`src/rtl/dvfs_pkg.sv`:
```
// Shared types and the P-state operating-point table for the DVFS governor.
package dvfs_pkg;

   localparam int          NUM_PS    = 4;
   localparam logic [9:0]  MILLI_MAX = 10'd1000;

   typedef logic [1:0] pstate_t;

   typedef enum logic [2:0] {
      ST_ACCUM,
      ST_EVAL,
      ST_VUP,
      ST_FDN,
      ST_SETTLE
   } gov_state_t;

   // Handshake sub-phases inside VUP/FDN.
   typedef enum logic [1:0] {
      PH_ISSUE,
      PH_WAIT,
      PH_FREQ
   } hs_phase_t;

   function automatic logic [15:0] ps_freq_mhz(input pstate_t p);
      case (p)
         2'd0:    ps_freq_mhz = 16'd200;
         2'd1:    ps_freq_mhz = 16'd400;
         2'd2:    ps_freq_mhz = 16'd600;
         default: ps_freq_mhz = 16'd800;
      endcase
   endfunction

   function automatic logic [15:0] ps_volt_mv(input pstate_t p);
      case (p)
         2'd0:    ps_volt_mv = 16'd650;
         2'd1:    ps_volt_mv = 16'd700;
         2'd2:    ps_volt_mv = 16'd800;
         default: ps_volt_mv = 16'd900;
      endcase
   endfunction

endpackage

```
`src/rtl/dvfs_pstate_governor_if.sv`:
```
// Regulator request/acknowledge channel between the governor and the vreg.
interface dvfs_pstate_governor_if;
   logic        vreg_req;
   logic [15:0] vreg_target_mv;
   logic        vreg_ack;

   modport master (output vreg_req, output vreg_target_mv, input vreg_ack);
   modport slave  (input vreg_req, input vreg_target_mv, output vreg_ack);
endinterface

```
`src/rtl/util_window_avg.sv`:
```
// Clamps the utilization sample, accumulates it over a 2^WIN_LOG2 window and
// produces the window average together with a one-cycle done strobe.
module util_window_avg
   import dvfs_pkg::*;
#(
   parameter int WIN_LOG2 = 10
) (
   input  logic       clk,
   input  logic       reset_n,
   input  logic       en_i,
   input  logic       clr_i,
   input  logic [9:0] util_i,
   output logic       done_o,
   output logic [9:0] avg_o
);
   localparam int AW = 10 + WIN_LOG2;

   logic [AW-1:0]       acc_q, acc_d, sum;
   logic [WIN_LOG2-1:0] cnt_q, cnt_d;
   logic [9:0]          u_clamped;

   // Final sample of a window is folded into the average in the same cycle.
   always_comb begin
      u_clamped = (util_i > MILLI_MAX) ? MILLI_MAX : util_i;
      sum       = acc_q + AW'(u_clamped);
      done_o    = en_i && (cnt_q == '1);
      avg_o     = sum[AW-1:WIN_LOG2];
      acc_d     = acc_q;
      cnt_d     = cnt_q;
      if (clr_i) begin
         acc_d = '0;
         cnt_d = '0;
      end else if (en_i) begin
         cnt_d = cnt_q + WIN_LOG2'(1);
         acc_d = done_o ? '0 : sum;
      end
   end

   // Accumulator and window counter registers.
   always_ff @(posedge clk) begin
      if (!reset_n) begin
         acc_q <= '0;
         cnt_q <= '0;
      end else begin
         acc_q <= acc_d;
         cnt_q <= cnt_d;
      end
   end

endmodule

```
`src/rtl/dvfs_pstate_governor.sv`:
```
// Closed-loop DVFS governor: windowed utilization average against CSR
// thresholds, one-level P-state steps sequenced through the regulator.
// Optional build macro DVFS_STATS_EN adds transition counters and the
// last evaluated average.
//
// state    | meaning
// ---------+------------------------------------------------------------
// ACCUM    | accumulating utilization over the window
// EVAL     | one cycle: compare average against thresholds, pick target
// VUP      | raise voltage (handshake), then frequency and pstate
// FDN      | frequency already lowered, lower voltage (handshake)
// SETTLE   | hold-off before the next window starts
module dvfs_pstate_governor
   import dvfs_pkg::*;
#(
   parameter int NUM_PSTATES   = 4,
   parameter int WIN_LOG2      = 10,
   parameter int SETTLE_CYCLES = 256,
   parameter int VREG_TIMEOUT  = 1024
) (
   input  logic                          clk,
   input  logic                          reset_n,
   input  logic [9:0]                    util_milli,
   input  logic                          util_override_en,
   input  logic [9:0]                    util_override_milli,
   input  logic [6:0]                    thresh_high_pct,
   input  logic [6:0]                    thresh_low_pct,
   dvfs_pstate_governor_if.master        vreg,
   output pstate_t                       pstate,
   output logic [15:0]                   cur_freq_mhz,
   output logic [15:0]                   cur_volt_mv,
   output logic                          pstate_change,
   output logic                          vreg_timeout_err
`ifdef DVFS_STATS_EN
   ,
   output logic [15:0]                   up_count,
   output logic [15:0]                   down_count,
   output logic [9:0]                    last_avg_milli
`endif
);
   localparam int TMAX = (VREG_TIMEOUT > SETTLE_CYCLES) ? VREG_TIMEOUT : SETTLE_CYCLES;
   localparam int TW   = $clog2(TMAX + 1);
   localparam logic [TW-1:0] TO_LOAD = TW'(VREG_TIMEOUT - 1);
   localparam logic [TW-1:0] ST_LOAD = TW'(SETTLE_CYCLES - 1);

   gov_state_t  state_q;
   hs_phase_t   phase_q;
   pstate_t     pstate_q, target_q;
   logic [9:0]  avg_q;
   logic [TW-1:0] timer_q;
   logic [15:0] freq_q, volt_q, vtgt_q;
   logic        req_q, chg_q, err_q;
`ifdef DVFS_STATS_EN
   logic [15:0] up_cnt_q, dn_cnt_q;
   logic [9:0]  last_avg_q;
`endif

   logic [9:0]  util_sel, win_avg;
   logic        win_done, win_en, win_clr;
   logic [10:0] th_hi_milli, th_lo_milli;
   logic        up_hit, dn_hit, can_up, can_dn;

   // Sample selection, threshold scaling and the EVAL decision terms.
   always_comb begin
      util_sel    = util_override_en ? util_override_milli : util_milli;
      win_en      = (state_q == ST_ACCUM);
      win_clr     = (state_q == ST_VUP) || (state_q == ST_FDN) || (state_q == ST_SETTLE);
      th_hi_milli = 11'(thresh_high_pct) * 11'd10;
      th_lo_milli = 11'(thresh_low_pct) * 11'd10;
      can_up      = (32'(pstate_q) < NUM_PSTATES - 1);
      can_dn      = (pstate_q != '0);
      up_hit      = ({1'b0, avg_q} > th_hi_milli);
      // An inverted threshold pair disables stepping down entirely.
      dn_hit      = ({1'b0, avg_q} < th_lo_milli) && (thresh_low_pct < thresh_high_pct);
   end

   util_window_avg #(.WIN_LOG2(WIN_LOG2)) u_win (
      .clk     (clk),
      .reset_n (reset_n),
      .en_i    (win_en),
      .clr_i   (win_clr),
      .util_i  (util_sel),
      .done_o  (win_done),
      .avg_o   (win_avg)
   );

   // Governor FSM with all outputs registered.
   always_ff @(posedge clk) begin
      if (!reset_n) begin
         state_q  <= ST_ACCUM;
         phase_q  <= PH_ISSUE;
         pstate_q <= '0;
         target_q <= '0;
         avg_q    <= '0;
         timer_q  <= '0;
         freq_q   <= 16'd200;
         volt_q   <= 16'd650;
         vtgt_q   <= 16'd650;
         req_q    <= 1'b0;
         chg_q    <= 1'b0;
         err_q    <= 1'b0;
`ifdef DVFS_STATS_EN
         up_cnt_q   <= '0;
         dn_cnt_q   <= '0;
         last_avg_q <= '0;
`endif
      end else begin
         chg_q <= 1'b0;
         unique case (state_q)
            ST_ACCUM: begin
               if (win_done) begin
                  avg_q   <= win_avg;
                  state_q <= ST_EVAL;
               end
            end
            ST_EVAL: begin
`ifdef DVFS_STATS_EN
               last_avg_q <= avg_q;
`endif
               phase_q <= PH_ISSUE;
               if (up_hit && can_up) begin
                  target_q <= pstate_t'(pstate_q + 2'd1);
                  state_q  <= ST_VUP;
               end else if (dn_hit && can_dn) begin
                  target_q <= pstate_t'(pstate_q - 2'd1);
                  freq_q   <= ps_freq_mhz(pstate_t'(pstate_q - 2'd1));
                  state_q  <= ST_FDN;
               end else begin
                  state_q <= ST_ACCUM;
               end
            end
            ST_VUP, ST_FDN: begin
               unique case (phase_q)
                  PH_ISSUE: begin
                     req_q   <= 1'b1;
                     vtgt_q  <= ps_volt_mv(target_q);
                     timer_q <= TO_LOAD;
                     phase_q <= PH_WAIT;
                  end
                  PH_WAIT: begin
                     if (vreg.vreg_ack) begin
                        req_q  <= 1'b0;
                        volt_q <= ps_volt_mv(target_q);
                        if (state_q == ST_VUP) begin
                           phase_q <= PH_FREQ;
                        end else begin
                           pstate_q <= target_q;
                           chg_q    <= 1'b1;
                           timer_q  <= ST_LOAD;
                           state_q  <= ST_SETTLE;
`ifdef DVFS_STATS_EN
                           if (dn_cnt_q != 16'hFFFF) dn_cnt_q <= dn_cnt_q + 16'd1;
`endif
                        end
                     end else if (timer_q == '0) begin
                        // Abort: pstate untouched, request target back to present voltage.
                        req_q   <= 1'b0;
                        err_q   <= 1'b1;
                        vtgt_q  <= volt_q;
                        timer_q <= ST_LOAD;
                        state_q <= ST_SETTLE;
                     end else begin
                        timer_q <= timer_q - TW'(1);
                     end
                  end
                  default: begin
                     freq_q   <= ps_freq_mhz(target_q);
                     pstate_q <= target_q;
                     chg_q    <= 1'b1;
                     timer_q  <= ST_LOAD;
                     state_q  <= ST_SETTLE;
`ifdef DVFS_STATS_EN
                     if (up_cnt_q != 16'hFFFF) up_cnt_q <= up_cnt_q + 16'd1;
`endif
                  end
               endcase
            end
            ST_SETTLE: begin
               if (timer_q == '0) state_q <= ST_ACCUM;
               else               timer_q <= timer_q - TW'(1);
            end
            default: state_q <= ST_ACCUM;
         endcase
      end
   end

   assign vreg.vreg_req       = req_q;
   assign vreg.vreg_target_mv = vtgt_q;
   assign pstate              = pstate_q;
   assign cur_freq_mhz        = freq_q;
   assign cur_volt_mv         = volt_q;
   assign pstate_change       = chg_q;
   assign vreg_timeout_err    = err_q;
`ifdef DVFS_STATS_EN
   assign up_count       = up_cnt_q;
   assign down_count     = dn_cnt_q;
   assign last_avg_milli = last_avg_q;
`endif

endmodule

```
`src/flat_wrapper.sv`:
```
// flat-port wrapper written by rule: the top's interface ports become plain ports
module dvfs_pstate_governor_flat import dvfs_pkg::*;
#(
   parameter int NUM_PSTATES   = 4,
   parameter int WIN_LOG2      = 10,
   parameter int SETTLE_CYCLES = 256,
   parameter int VREG_TIMEOUT  = 1024
)
  (clk, reset_n, util_milli, util_override_en, util_override_milli, thresh_high_pct, thresh_low_pct, pstate, cur_freq_mhz, cur_volt_mv, pstate_change, vreg_timeout_err, vreg_vreg_req, vreg_vreg_target_mv, vreg_vreg_ack);
  dvfs_pstate_governor_if vreg_i ();
  input  logic clk;
  input  logic reset_n;
  input  logic [9:0] util_milli;
  input  logic util_override_en;
  input  logic [9:0] util_override_milli;
  input  logic [6:0] thresh_high_pct;
  input  logic [6:0] thresh_low_pct;
  output pstate_t pstate;
  output logic [15:0] cur_freq_mhz;
  output logic [15:0] cur_volt_mv;
  output logic pstate_change;
  output logic vreg_timeout_err;
  output wire logic [$bits(vreg_i.vreg_req)-1:0] vreg_vreg_req;
  output wire logic [$bits(vreg_i.vreg_target_mv)-1:0] vreg_vreg_target_mv;
  input wire logic [$bits(vreg_i.vreg_ack)-1:0] vreg_vreg_ack;
  assign vreg_vreg_req = vreg_i.vreg_req;
  assign vreg_vreg_target_mv = vreg_i.vreg_target_mv;
  assign vreg_i.vreg_ack = vreg_vreg_ack;
  dvfs_pstate_governor #(.NUM_PSTATES(NUM_PSTATES), .WIN_LOG2(WIN_LOG2), .SETTLE_CYCLES(SETTLE_CYCLES), .VREG_TIMEOUT(VREG_TIMEOUT)) u_core (.clk(clk), .reset_n(reset_n), .util_milli(util_milli), .util_override_en(util_override_en), .util_override_milli(util_override_milli), .thresh_high_pct(thresh_high_pct), .thresh_low_pct(thresh_low_pct), .vreg(vreg_i), .pstate(pstate), .cur_freq_mhz(cur_freq_mhz), .cur_volt_mv(cur_volt_mv), .pstate_change(pstate_change), .vreg_timeout_err(vreg_timeout_err));
endmodule
```
`config.mk`:
```
export PLATFORM = sky130hd
export DESIGN_NAME = dvfs_pstate_governor_flat
export DESIGN_NICKNAME = d
export VERILOG_FILES = /design/src/rtl/dvfs_pkg.sv /design/src/rtl/dvfs_pstate_governor_if.sv /design/src/rtl/util_window_avg.sv /design/src/rtl/dvfs_pstate_governor.sv /design/src/flat_wrapper.sv
export SDC_FILE = /design/constraint.sdc
export NUM_CORES = 1
export LEC_CHECK = 0
export BUFFER_PORTS_ARGS = -buffer_cell sky130_fd_sc_hd__clkbuf_2
export CAP_MARGIN = 10
export CORE_MARGIN = 2
export CORE_UTILIZATION = 30
export DETAILED_ROUTE_END_ITERATION = 8
export MAX_ROUTING_LAYER = met4
export PLACE_DENSITY_LB_ADDON = 0.2
export SLEW_MARGIN = 25
export SYNTH_ARGS = -nofsm -noshare
export SYNTH_HDL_FRONTEND = slang
export SYNTH_SLANG_ARGS = --single-unit
```
`constraint.sdc`:
```
create_clock -name clk -period 3.2 [get_ports clk]
set_input_delay 0.16 -clock clk [delete_from_list [all_inputs] [get_ports clk]]
set_output_delay 0.16 -clock clk [all_outputs]
set_load 0.02 [all_outputs]
```
==> flow_summary.ini, run 1 <==
[run_status]
status = completed

[final_layout]
post-route-cell-area_um2 = 6970
area_growth_pct = 18.0
fill_cells = 2117
nNetsFinal = 916
final_util_pct = 35.9
drive_gt1_share_pct = 18.5
seqCellArea_um2 = 1660
multi_input_area_um2 = 3890
final_cells = 1080
num_antenna_cells = 0

[die]
rows = 51
ioPinCount = 91
fp.dieH_um = 144
dieArea_um2 = 20800
fp.dieW_um = 144
start_util_pct = 30.4
core_area_um2 = 19400

[power]
p_per_area_nw_per_um2 = 479
p_sw_share_pct = 33.8
p_leak_nw = 3.08
pwr-share-seq_pct = 36.2
power_frac_comb_pct = 32.0
p_int_mw = 2.21
p_sw_mw = 1.13
finalPower_mw = 3.33
max-vdd-ir-drop_mv = 0.272
clkPwrFrac_pct = 31.8

[placed_design]
placed_cells = 1065
placed_cell_area_um2 = 6660
port_buffers = 63
place_hpwl_um = 10800
pre_cts_slack_ns = -0.269
place.gp.congestion = 0.826

[synth]
ys_ff_latch = 83
syn_avg_cell_area_um2 = 8.13
synth_top_cells_by_area = dfxtp_1 28%, ha_1 14%, nor2_1 5.0%
syn_inst = 726
netlist_area_um2 = 5900
async_flop_share_pct = 0
ys_seq_area_share_pct = 28.1
synthFlopType = dfxtp_1
yosysTopAreaCell = dfxtp_1
yosys_warnings = 0
synth_edf_count = 0
yosysTopAreaCellShare_pct = 28.1
synthDistinctLibCells = 67

[sta]
hold_violations = 0
final.setup.tns_ns = 0
finalWorstSetupSlack_ns = 0.228
hold_slack_ns = 0.255
setup_viol = 0
worst_pin_slew_ns = 0.900
min_period_ns = 2.97
timing.slew.headroom_pct = 39.9
drv_slew = 0
finClkSkew_ns = 0.00898
rsz0062_at_grt = false
timing.final.crit_share_pct = 92.9
max_freq_ghz = 0.336

[cts]
root_buffer = clkbuf_16
cts_buffers = 9
clk_latency_ns = 0.35
cts_tree = built
cts_hold_buf = 0
clock-sinks = 83
path_clk_slew_ns = 0.06
cts_htree_levels = 3
clock_path_buffers = 2

[grt]
antenna_found_initial = 0
grt_max_degree = 31
overflow = 0
grt_pass1_wl_um = 23900
grt_pass1_vias = 4854
grt_usage_pct = 14.6

[drt]
avgRoutedWirePerCell_um = 13.1
num_vias = 5127
drt_pass1_iterations = 5
viasPerCell = 4.75
routed_wl_um = 14100
drc = 0
drt_iter0_drc = 286
drtAntennaViolNets = 0

[worst_setup_path]
cp-end-kind = register
critPathArrivalTime_ns = 3.23
cp-start-kind = primary input
path_max_fanout = 4
critPathRequiredTime_ns = 3.46
worst-setup-path-type = primary input to register

[flow_run]
maxCapViolCount = 0

[worst_hold_path]
hold_class = primary input to register
[critical path, stage by stage]
cell and delay (ns):
clkbuf_2 0.09, ha_1 0.29, ha_2 0.20, fa_2 0.34
a21o_1 0.17, a21oi_2 0.15, xor2_1 0.18, ha_1 0.26
nand4_1 0.10, nor2_1 0.06, a2111oi_2 0.29, buf_4 0.17
o21ai_1 0.08, buf_4 0.15, or4_1 0.39, a41oi_1 0.15
[per-layer routing]
layer	GRT usage, %	routed length, um	vias to the layer above
li1	-	-	2702
met1	19.6	7070	2336
met2	22.8	6430	77
met3	1.99	442	12
met4	4.50	155	0
met5	-	0	-
[logic make-up (layout without fill, tap and decap cells)]
logic type / after synthesis / after routing / synth area share, %
multiplexers: 29 / 29 / 5.11
XOR/XNOR: 31 / 31 / 4.60
AO/OA/AOI/OAI: 176 / 176 / 19.3
AND/OR/NAND/NOR: 245 / 245 / 20.1
flip-flops: 83 / 83 / 28.1
other: 2 / 27 / 0.127
buffers and inverters: 93 / 157 / 8.08
adder cells (fa/ha/maj): 67 / 67 / 14.6
[cells in the final DEF (no fill, tap or decap), drive strengths merged, types with 15 or more instances in the layout]
| cell | count |
|---|---|
| a21oi | 42 |
| ha | 64 |
| nand3 | 18 |
| buf | 48 |
| xor2 | 15 |
| o21ai | 48 |
| clkbuf | 73 |
| inv | 31 |
| mux2i | 20 |
| nor2 | 79 |
| dfxtp | 83 |
| conb | 27 |
| xnor2 | 16 |
| nand2 | 68 |
[timing repair]
action                                  CTS  global route
endpoints found under the setup margin    0             9
gates resized for setup                   0             5
buffers inserted                          0             0
endpoints found under the hold margin     0             0
[synthesized netlist by cell type (3+ instances only)]
master,n
dfxtp_1,83
nor2_1,78
nand2_1,68
ha_1,64
a21oi_1,42
o21ai_0,40
inv_1,31
buf_4,29
clkbuf_1,21
mux2i_1,20
nand3_1,18
xnor2_1,16
xor2_1,15
nand4_1,13
nor3_1,13
a31oi_1,12
or3_1,10
a211oi_1,9
buf_2,9
nor2b_1,9
nand2b_1,8
o21ai_1,8
mux2_2,7
o211ai_1,7
a21o_1,6
a41oi_1,6
o21a_1,6
a22oi_1,5
o31a_1,5
a311oi_1,4
and3_1,4
o21bai_1,4
o31ai_1,4
a211o_1,3
and2_1,3
and4_1,3
fa_1,3
[cell type report]
cell class | count | share of cell area, %
Multi-Input combinational cell | 575 | 55.8
Sequential cell | 83 | 23.9
Timing Repair Buffer | 111 | 9.70
Tap cell | 265 | 4.76
Clock buffer | 10 | 3.43
Inverter | 31 | 1.67
Clock inverter | 5 | 0.772
[sequential cells by signal, indices dropped and copies added, names as in the netlist, 3 cells and up]
register,cells
u_core.vreg.vreg_target_mv,7
u_core.cur_freq_mhz,6
u_core.state_q,3
u_core.timer_q,11
u_core.cur_volt_mv,7
u_core.u_win.acc_q,20
u_core.avg_q,10
u_core.u_win.cnt_q,10
[power by group through the flow]
stage	sequential (mW)	clock, mW	combinational (mW)
floorplan	1.18	0	0.813
global placement	1.23	0	1.07
detailed placement	1.23	0	1.07
CTS	1.21	1.08	1.07
global route	1.22	1.13	1.23
finish	1.21	1.06	1.07
[worst paths after layout]
kind	end	cells past startpoint	from	slack [ns]
worst max-delay path	u_core.target_q[1]	16	thresh_low_pct[1]	0.23
worst min-delay path	u_core.avg_q[1]	3	reset_n	0.25
worst max register to register	u_core.avg_q[8]	9	u_core.u_win.acc_q[0]	0.72
worst min register to register	u_core.vreg.vreg_target_mv[8]	2	u_core.vreg.vreg_target_mv[8]	0.45
No activity file was read; power rests on OpenSTA's default activity.
==> run 2, diff against run 1 <==
==> constraint.sdc (replaced) <==
create_clock -name clk -period 3.7 [get_ports clk]
set_input_delay 0.185 -clock clk [delete_from_list [all_inputs] [get_ports clk]]
set_output_delay 0.185 -clock clk [all_outputs]
set_load 0.02 [all_outputs]
==> run 2 against run 1 <==
Effect of this change: critical path depth fell by 2; die area stayed put; final cell count down 3.4%; non-clock buffer count decreased by 38; worst setup slack improved by 0.28 ns; global-route usage shrank 0.50 points; wire length shrank 3.1%; sequential share of layout area increased by 1.0 points; utilization down 1.5 points; largest power group unchanged; via count decreased by 2.3%; sequential power is 13% lower.
==> flow_summary.ini, run 2 (synthesis results as in run 1) <==
[grt]
grt_max_degree = 38
antenna_found_initial = 0
grt_pass1_wl_um = 23000
grt_usage_pct = 14.1
grt_pass1_vias = 4668
overflow = 0

[final_layout]
top_register = u_core.u_win.acc_q
reg_top3 = u_core.u_win.acc_q (20), u_core.timer_q (11)
final_util_pct = 34.5
num_antenna_cells = 0
layout_commonest_cell = dfxtp_1
nNetsFinal = 878
drive_gt1_share_pct = 13.8
area_growth_pct = 13.2
layout_common_cells = 83 x dfxtp_1, 78 x nor2_1, 68 x nand2_1
largest_reg_flops = 20

[placed_design]
place_hpwl_um = 10500
place.gp.congestion = 0.821
port_buffers = 63
pre_cts_slack_ns = 0.142

[die]
dieArea_um2 = 20800
core_area_um2 = 19400
ioPinCount = 91
fp.dieW_um = 144
start_util_pct = 30.4
rows = 51
fp.dieH_um = 144

[worst_setup_path]
critPathRequiredTime_ns = 3.93
cp-end-kind = register
worst-setup-path-type = primary input to register
critPathArrivalTime_ns = 3.42
cp-start-kind = primary input
path_max_fanout = 5

[sta]
drv_slew = 0
timing.final.crit_share_pct = 86.1
worst_pin_slew_ns = 0.826
finalWorstSetupSlack_ns = 0.513
finClkSkew_ns = 0.00782
rsz0062_at_grt = false
max_freq_ghz = 0.314
setup_viol = 0
timing.slew.headroom_pct = 44.9
min_period_ns = 3.19
final.setup.tns_ns = 0
hold_violations = 0

[drt]
routed_wl_um = 13700
avgRoutedWirePerCell_um = 13.1
drt_pass1_iterations = 4
drc = 0
drtAntennaViolNets = 0
drt_iter0_drc = 205
num_vias = 5009
viasPerCell = 4.80

[run_status]
status = completed

[power]
max-vdd-ir-drop_mv = 0.217
p_leak_nw = 2.90
p_per_area_nw_per_um2 = 429

[cts]
cts.repair.resized = 0
cts_hold_buf = 0
cts_tree = built
clock-sinks = 83
cts_buffers = 9
post_cts_buffers = 0
clk_latency_ns = 0.34
path_clk_slew_ns = 0.07
cts_htree_levels = 3
clock_path_buffers = 2
root_buffer = clkbuf_16

[flow_run]
maxCapViolCount = 0

[worst_hold_path]
hold_class = primary input to register
[run 2: cell types whose count changed in the layout (fill, tap and decap cells not counted), moves of 2 or more]
cell        delta
buf_4         -38
clkinv_2       -3
a21oi_1        +2
a21oi_2        -2
clkinvlp_4     +2
[run 2: final cells by class]
cell class	count	area (um^2)
sequential	83	1660
tap	265	332
inverter	31	116
multi-input combinational	575	3860
timing repair buffer	73	390
fill	2079	12700
clock inverter	7	101
clock buffer	9	225
[run 2: worst paths after layout]
| kind | startpoint | endpoint | slack [ns] | depth (start not counted) |
|---|---|---|---|---|
| setup reg to reg | u_core.u_win.acc_q[0] | u_core.avg_q[6] | 1.10 | 9 |
| hold / removal | vreg_vreg_ack | u_core.pstate_change | 0.31 | 3 |
| hold reg to reg | u_core.vreg.vreg_target_mv[2] | u_core.vreg.vreg_target_mv[2] | 0.46 | 2 |
| setup / recovery | thresh_low_pct[1] | u_core.cur_freq_mhz[7] | 0.51 | 14 |
[run 2: critical path: stages]
cell and delay [ns]:
clkbuf_2 0.10, ha_1 0.29, ha_1 0.23, fa_1 0.40
a21o_1 0.17, a21oi_1 0.20, xor2_1 0.20, ha_1 0.26
nand4_1 0.10, nor2_1 0.05, a2111oi_0 0.38, o21ai_1 0.20
o31a_1 0.34, mux2_1 0.31
[run 2: per-layer routing]
| layer | global-route usage (%) | share of wire (%) | vias up |
|---|---|---|---|
| met3 | 2.32 | 2.2 | 10 |
| met1 | 18.6 | 51 | 2302 |
| met4 | 3.99 | 1.3 | 0 |
| met2 | 22.4 | 46 | 57 |
| met5 | - | 0 | - |
| li1 | - | - | 2640 |
[run 2: through the flow]
step | hold slack (ns) | std cells | power [mW] | instance area (um^2)
finish | 0.315 | 1043 | 2.87 | 6690
global route | 0.360 | 1043 | 3.08 | 6690
CTS | 0.313 | 1043 | 2.92 | 6690
detailed placement | 0.453 | 1027 | 1.91 | 6360
global placement | 0.448 | 1027 | 1.92 | 6360
floorplan | 0.418 | 751 | 1.72 | 6000
[run 2: power breakdown]
| part | switching, mW | internal (mW) | total [mW] |
|---|---|---|---|
| Combinational | 0.494 | 0.346 | 0.840 |
| Clock | 0.390 | 0.596 | 0.985 |
| Sequential | 0.0784 | 0.967 | 1.05 |
| Total | 0.962 | 1.91 | 2.87 |
